`config.mk`:
```
export PLATFORM = sky130hd
export DESIGN_NAME = mips_cpu_muldiv_seq
export DESIGN_NICKNAME = d
export VERILOG_FILES = /design/src/rtl/mips_cpu_pkg.sv /design/src/rtl/mips_cpu_div_core.sv /design/src/rtl/mips_cpu_muldiv_seq.sv
export SDC_FILE = /design/constraint.sdc
export NUM_CORES = 2
export LEC_CHECK = 0
export CAP_MARGIN = 30
export CORE_MARGIN = 2
export CORE_UTILIZATION = 37
export CTS_CLUSTER_SIZE = 14
export DETAILED_ROUTE_END_ITERATION = 8
export GPL_ROUTABILITY_DRIVEN = 0
export PLACE_DENSITY_LB_ADDON = 0.1
export SLEW_MARGIN = 20
export SYNTH_ARGS = -nofsm -noshare
export SYNTH_HDL_FRONTEND = slang
export SYNTH_SLANG_ARGS = --single-unit
```
`constraint.sdc`:
```
create_clock -name clk -period 10.5 [get_ports clk]
set_clock_uncertainty 0.1 [all_clocks]
set_input_delay 1.05 -clock clk [delete_from_list [all_inputs] [get_ports clk]]
set_output_delay 1.05 -clock clk [all_outputs]
set_load 0.1 [all_outputs]
```
`src/rtl/mips_cpu_pkg.sv`:
```
// Shared encodings for the MIPS multiply/divide unit:
// HI/LO operation select, sequencer states, operand magnitude helper.
package mips_cpu_pkg;

    typedef enum logic [1:0] {
        OP_MULT  = 2'd0,
        OP_MULTU = 2'd1,
        OP_DIV   = 2'd2,
        OP_DIVU  = 2'd3
    } op_t;

    typedef enum logic [1:0] {
        S_IDLE = 2'd0,
        S_MUL  = 2'd1,
        S_DIV  = 2'd2,
        S_FIX  = 2'd3
    } state_t;

    function automatic logic [31:0] mag32(input logic [31:0] v,
                                          input logic        sgn);
        return (sgn && v[31]) ? (~v + 32'd1) : v;
    endfunction

endpackage

```
`src/rtl/mips_cpu_div_core.sv`:
```
// Iterative restoring unsigned divider, one quotient bit per clock.
// start loads the operands; done flags the edge that retires the last bit.
import mips_cpu_pkg::*;

module mips_cpu_div_core (
    input  logic        clk,
    input  logic        reset,
    input  logic        start,
    input  logic [31:0] dividend,
    input  logic [31:0] divisor,
    output logic        done,
    output logic [31:0] quotient,
    output logic [31:0] remainder
);

    logic [31:0] rem_q;
    logic [31:0] quo_q;
    logic [31:0] dvs_q;
    logic [4:0]  cnt_q;
    logic        run_q;
    logic [32:0] trial;
    logic [32:0] diff;

    // Shift the next dividend bit into the partial remainder, then trial-subtract.
    assign trial = {rem_q, quo_q[31]};
    assign diff  = trial - {1'b0, dvs_q};

    always_ff @(posedge clk) begin
        if (reset) begin
            rem_q <= '0;
            quo_q <= '0;
            dvs_q <= '0;
            cnt_q <= '0;
            run_q <= 1'b0;
        end else if (start) begin
            rem_q <= '0;
            quo_q <= dividend;
            dvs_q <= divisor;
            cnt_q <= '0;
            run_q <= 1'b1;
        end else if (run_q) begin
            rem_q <= diff[32] ? trial[31:0] : diff[31:0];
            quo_q <= {quo_q[30:0], ~diff[32]};
            cnt_q <= cnt_q + 5'd1;
            if (cnt_q == 5'd31)
                run_q <= 1'b0;
        end
    end

    assign done      = run_q && (cnt_q == 5'd31);
    assign quotient  = quo_q;
    assign remainder = rem_q;

endmodule

```
`src/rtl/mips_cpu_muldiv_seq.sv`:
```
// MIPS HI/LO multiply/divide sequencer: single-cycle multiply,
// 32-step divide through mips_cpu_div_core, sign fix-up, MTHI/MTLO.
import mips_cpu_pkg::*;

module mips_cpu_muldiv_seq (
    input  logic        clk,
    input  logic        reset,
    input  logic        start,
    input  logic [1:0]  op,
    input  logic [31:0] A,
    input  logic [31:0] B,
    input  logic        mthi,
    input  logic        mtlo,
    input  logic [31:0] wdata,
    output logic        busy,
    output logic        done,
    output logic [31:0] hi,
    output logic [31:0] lo
);

    state_t      state;
    op_t         op_q;
    logic [31:0] a_q;
    logic [31:0] b_q;
    logic        div_start;
    logic        div_done;
    logic [31:0] quo;
    logic [31:0] rem;
    logic        sx;
    logic [63:0] ax;
    logic [63:0] bx;
    logic [63:0] prod;
    logic        neg_q;
    logic        neg_r;
    logic [31:0] q_fix;
    logic [31:0] r_fix;

    assign busy      = (state != S_IDLE);
    assign div_start = (state == S_IDLE) && start && op[1];

    mips_cpu_div_core u_div (
        .clk       (clk),
        .reset     (reset),
        .start     (div_start),
        .dividend  (mag32(A, op == OP_DIV)),
        .divisor   (mag32(B, op == OP_DIV)),
        .done      (div_done),
        .quotient  (quo),
        .remainder (rem)
    );

    assign sx   = (op_q == OP_MULT);
    assign ax   = {{32{sx & a_q[31]}}, a_q};
    assign bx   = {{32{sx & b_q[31]}}, b_q};
    assign prod = ax * bx;

    // Remainder follows the dividend sign; quotient negates on sign mismatch.
    assign neg_q = (op_q == OP_DIV) && (a_q[31] ^ b_q[31]);
    assign neg_r = (op_q == OP_DIV) && a_q[31];
    assign q_fix = neg_q ? (~quo + 32'd1) : quo;
    assign r_fix = neg_r ? (~rem + 32'd1) : rem;

    always_ff @(posedge clk) begin
        if (reset) begin
            state <= S_IDLE;
            op_q  <= OP_MULT;
            a_q   <= '0;
            b_q   <= '0;
            done  <= 1'b0;
            hi    <= '0;
            lo    <= '0;
        end else begin
            done <= 1'b0;
            unique case (state)
                S_IDLE: begin
                    if (start) begin
                        a_q   <= A;
                        b_q   <= B;
                        op_q  <= op_t'(op);
                        state <= op[1] ? S_DIV : S_MUL;
                    end else begin
                        if (mthi)
                            hi <= wdata;
                        if (mtlo)
                            lo <= wdata;
                    end
                end
                S_MUL: begin
                    {hi, lo} <= prod;
                    done     <= 1'b1;
                    state    <= S_IDLE;
                end
                S_DIV: begin
                    if (div_done)
                        state <= S_FIX;
                end
                S_FIX: begin
                    if (b_q == 32'd0) begin
                        hi <= a_q;
                        lo <= 32'hFFFF_FFFF;
                    end else begin
                        hi <= r_fix;
                        lo <= q_fix;
                    end
                    done  <= 1'b1;
                    state <= S_IDLE;
                end
            endcase
        end
    end

endmodule
```
==> results summary <==
The share of post-route cells with drive strength above 1 came out at 3.94%. After clock tree synthesis, the setup repair step added 0 buffers. Of all flip-flops after synthesis, the portion carrying an async set or reset was 0%.

The initial antenna violation count is 15. The floorplan row count came out at 138. Entering global routing, the biggest net connects 79 pins.

For this run, the total global-route usage over all layers was measured as 25.6%. The cell area after placement is 0.0562 mm2. The final max-slew violation count came out at 0. In this run, the number of DRC markers left after iteration 0 of detailed routing was 2890.

The tool flagged a number of max-cap violations equal to 0. For hold timing, the worst endpoint is u_div.dvs_q[30]. Wires add up to 183 mm. The number of search-and-repair iterations in the first detailed-routing pass is 5. The setup TNS after final layout came out at 0 ns.

The standby leakage power is 25.8 nW. The data arrival time of the critical path came out at 9.81 ns. The hold violation count in the final report is 0. The reg-to-reg startpoint is b_q[11].

The area of the placeable core is 0.141 mm2. In this run, synthesis inferred 0 flip-flops with an integrated enable. At the pin with the least slew margin, the transition time is 1.05 ns. At the later pin of the worst-skew pair, clock insertion delay measures 0.60 ns. Pin placement for this block handled 169 I/O pins. The tightest slew margin relative to the limit came out at 29.7%. The number of buffers inserted by hold repair at cts came out at 0. The die covers 0.145 mm2. The number of buffers inserted by port buffering is 168.

The half-perimeter wire length after placement is 148 mm. For the worst setup path, the data required time is 10.84 ns. The growth of design area from synthesis to finish came out at 9.52%.

The synthesized flop and latch total is 235. The master cell of the clock root buffer is sky130_fd_sc_hd__clkbuf_16. The run finished with clean final reports. The net count after synthesis came out at 7741. The number of global-route vias before repair came to 44198. The buffer levels on the longest clock path is 3.

In this run the mean area of a mapped cell was 8.41 um2. The wire length of the first global-routing pass came out at 282 mm. The power density over the cells came out at 103 mW/mm2. The count of final setup violators is 0.

The share of synthesized area occupied by flip-flops and latches is 8.94%. The clock-pin slew on the worst setup and hold paths came out at 0.06 ns. In the synthesized netlist, the number of instances is 6261. Counting I/O delays and the setup requirement, the final critical path takes 9.47 ns.

The Yosys step of the flow raised 0 warnings. The count of unique library cells instantiated by Yosys is 86. TritonCTS built the clock tree.

The via count normalized by instance count came out at 5.20. The worst register-to-register path has a depth of 26. The synthesized area came out at 0.0526 mm2. The critical path in this run is classified as flip-flop to flip-flop.

For this run, design rule violations remaining after detail routing come to 0. The post-layout instance area is 0.0576 mm2. The kind of start point of the critical path is a flip-flop. The reg2reg setup slack is 1.03 ns. The highest clock frequency the design can meet came out at 106 MHz. The endpoint identified for the worst register-to-register timing path is hi[28].

The initial cell density of the core is 37.2%. From bottom edge to top edge, the die measures 381 um. The number of instances resized during post-cts repair is 0. Global routing finished with a remaining overflow of 0. The average detailed-routed wire length per instance is 22.6 um. The number of nets with antenna violations after detailed routing came out at 0. The final critical path takes up 90.2% of the cycle. The count of H-tree levels built during CTS is 2. The worst vdd rail ir drop is 0.000123 V. The worst setup path is captured at a flip-flop. The routed layout has 42126 vias.

The post-route total power is 0.00596 W. The total number of clock tree sinks is 235. Setup repair after global routing left no endpoint under its margin.

The die is 381 um wide. In this run the worst hold path is classified as flip-flop to flip-flop. Of all nets on the critical path, the largest fanout is 28. The worst hold path was traced through 2 stages. The final net count is 7664. In this run the most critical hold path is launched from u_div.dvs_q[30]. The number of buffers inserted during clock tree synthesis is 36. The most used flip-flop cell after synthesis is sky130_fd_sc_hd__dfxtp_1.
[cell usage in the layout, fill, tap and decap left out, drive strengths merged, types with 10 or more instances in the layout]
master,n
o41ai,17
a31oi,28
a21o,46
clkbuf,44
nand2,1095
and3,37
nor2,263
o211ai,20
xor2,72
o22ai,10
clkdlybuf4s50,167
xnor2,139
fa,1126
o31ai,28
and2,265
ha,251
nor4,24
nand3,41
mux2i,61
or2,11
or3,16
o21a,16
nor3,46
a311oi,19
inv,1275
o21ai,152
dfxtp,235
o21bai,16
nor2b,10
buf,137
a21oi,309
or4,14
nand2b,12
nand4,18
o221ai,14
a211oi,86
[flip-flops by register name, summed over array words and instances (netlist names)]
| signal | flops |
|---|---|
| hi | 32 |
| u_div.cnt_q | 5 |
| done | 1 |
| u_div.quotient | 32 |
| a_q | 32 |
| u_div.remainder | 32 |
| u_div.dvs_q | 32 |
| lo | 32 |
| u_div.run_q | 1 |
| state | 2 |
| b_q | 32 |
| op_q | 2 |
[Yosys cell counts, types with 7 or more instances]
cell,number,area share [%]
sky130_fd_sc_hd__o21ai_0,147,1.4
sky130_fd_sc_hd__a21o_1,46,0.66
sky130_fd_sc_hd__o31ai_1,26,0.37
sky130_fd_sc_hd__o41ai_1,13,0.22
sky130_fd_sc_hd__o21a_1,16,0.23
sky130_fd_sc_hd__inv_1,1272,9.1
sky130_fd_sc_hd__nor2b_1,10,0.12
sky130_fd_sc_hd__nor4_1,22,0.26
sky130_fd_sc_hd__fa_1,1126,43
sky130_fd_sc_hd__buf_2,9,0.086
sky130_fd_sc_hd__nor2_1,263,1.9
sky130_fd_sc_hd__nand2b_1,12,0.14
sky130_fd_sc_hd__o211ai_1,20,0.29
sky130_fd_sc_hd__or3_1,16,0.19
sky130_fd_sc_hd__nor3_1,45,0.43
sky130_fd_sc_hd__o21bai_1,16,0.23
sky130_fd_sc_hd__and3_1,37,0.44
sky130_fd_sc_hd__mux2i_1,61,1.2
sky130_fd_sc_hd__o221ai_1,13,0.22
sky130_fd_sc_hd__dfxtp_1,235,8.9
sky130_fd_sc_hd__a311oi_1,19,0.32
sky130_fd_sc_hd__buf_1,7,0.050
sky130_fd_sc_hd__ha_1,251,6.0
sky130_fd_sc_hd__a211oi_1,85,1.2
sky130_fd_sc_hd__a31oi_1,28,0.33
sky130_fd_sc_hd__nor3b_1,8,0.11
sky130_fd_sc_hd__xor2_1,72,1.2
sky130_fd_sc_hd__or4_1,12,0.17
sky130_fd_sc_hd__a21oi_1,308,2.9
sky130_fd_sc_hd__nand2_1,1094,7.8
sky130_fd_sc_hd__nand4_1,18,0.21
sky130_fd_sc_hd__or2_2,11,0.13
sky130_fd_sc_hd__xnor2_1,138,2.3
sky130_fd_sc_hd__nand3_1,41,0.39
sky130_fd_sc_hd__o22ai_1,10,0.12
sky130_fd_sc_hd__clkbuf_1,400,2.9
sky130_fd_sc_hd__and2_1,264,3.1
[worst max-delay path, stage by stage (launching register included)]
cell and delay, ns:
sky130_fd_sc_hd__dfxtp_1 1.01, sky130_fd_sc_hd__buf_4 0.52, sky130_fd_sc_hd__nand2_1 0.12, sky130_fd_sc_hd__fa_1 0.50, sky130_fd_sc_hd__inv_1 0.05, sky130_fd_sc_hd__fa_1 0.52
sky130_fd_sc_hd__fa_1 0.55, sky130_fd_sc_hd__inv_1 0.05, sky130_fd_sc_hd__fa_1 0.48, sky130_fd_sc_hd__fa_1 0.58, sky130_fd_sc_hd__inv_1 0.06, sky130_fd_sc_hd__fa_1 0.47
sky130_fd_sc_hd__inv_1 0.05, sky130_fd_sc_hd__fa_1 0.47, sky130_fd_sc_hd__inv_1 0.05, sky130_fd_sc_hd__fa_1 0.47, sky130_fd_sc_hd__ha_1 0.41, sky130_fd_sc_hd__a21o_1 0.23
sky130_fd_sc_hd__a21o_1 0.17, sky130_fd_sc_hd__a21oi_1 0.15, sky130_fd_sc_hd__nor2_1 0.06, sky130_fd_sc_hd__a211oi_1 0.85, sky130_fd_sc_hd__a2111oi_0 0.35, sky130_fd_sc_hd__or4_1 0.52
sky130_fd_sc_hd__a21oi_1 0.19, sky130_fd_sc_hd__xor2_1 0.19, sky130_fd_sc_hd__o22ai_1 0.10
[where the power goes]
group	leakage, nW	internal, W	switching [W]	total, W
sequential	1.93	0.000964	0.000145	0.00111
clock	0.634	0.000847	0.000574	0.00142
combinational	23.2	0.00119	0.00223	0.00343
[worst max path at each step]
stage / start / to / slack (ns) / depth (start not counted)
5_1_grt: a_q[31] / hi[28] / 0.61 / 28
6_report: b_q[11] / hi[28] / 1.03 / 26
3_5_place_dp: b_q[11] / hi[28] / 1.28 / 26
2_1_floorplan: a_q[31] / hi[28] / 2.23 / 31
3_3_place_gp: a_q[18] / hi[24] / 1.36 / 26
4_1_cts: b_q[11] / hi[28] / 1.24 / 26
[per-layer routing]
| metal | vias to the layer above | global-route usage, % | routed length, um |
|---|---|---|---|
| met3 | 225 | 2.95 | 10000 |
| met1 | 21924 | 34.1 | 77600 |
| met2 | 1149 | 43.9 | 90200 |
| met5 | - | 0 | 0 |
| li1 | 18828 | - | - |
| met4 | 0 | 7.09 | 5480 |
[logic make-up (layout without fill, tap and decap cells)]
family	count (synthesis)	in the layout	synth area share, %
multiplexers	62	62	1.18
XOR/XNOR	211	211	3.53
buffers and inverters	1692	1643	12.1
other	0	4	0
flip-flops	235	235	8.94
adder cells (fa/ha/maj)	1377	1377	48.8
AND/OR/NAND/NOR	1877	1877	15.8
AO/OA/AOI/OAI	807	807	9.59
[metrics by stage]
step	setup slack (ns)	util [%]	hold slack, ns	std cells
floorplan	2.23	-	0.332	6261
global placement	1.36	39.6	0.342	8023
detailed placement	1.28	39.8	0.348	8031
CTS	1.24	40.7	0.355	8097
global route	0.614	40.8	0.373	8106
finish	1.03	40.8	0.352	8106
[layout make-up]
class                           count  area, um2
Fill cell                       14587      83800
Multi-Input combinational cell   4334      41600
Inverter                         1273       4780
Sequential cell                   235       4720
Timing Repair Buffer              304       2860
Tap cell                         1890       2360
Clock buffer                       44        971
Clock inverter                     22        365
Antenna cell                        4       10.0
Note: power is estimated with default switching activity, not from simulation.
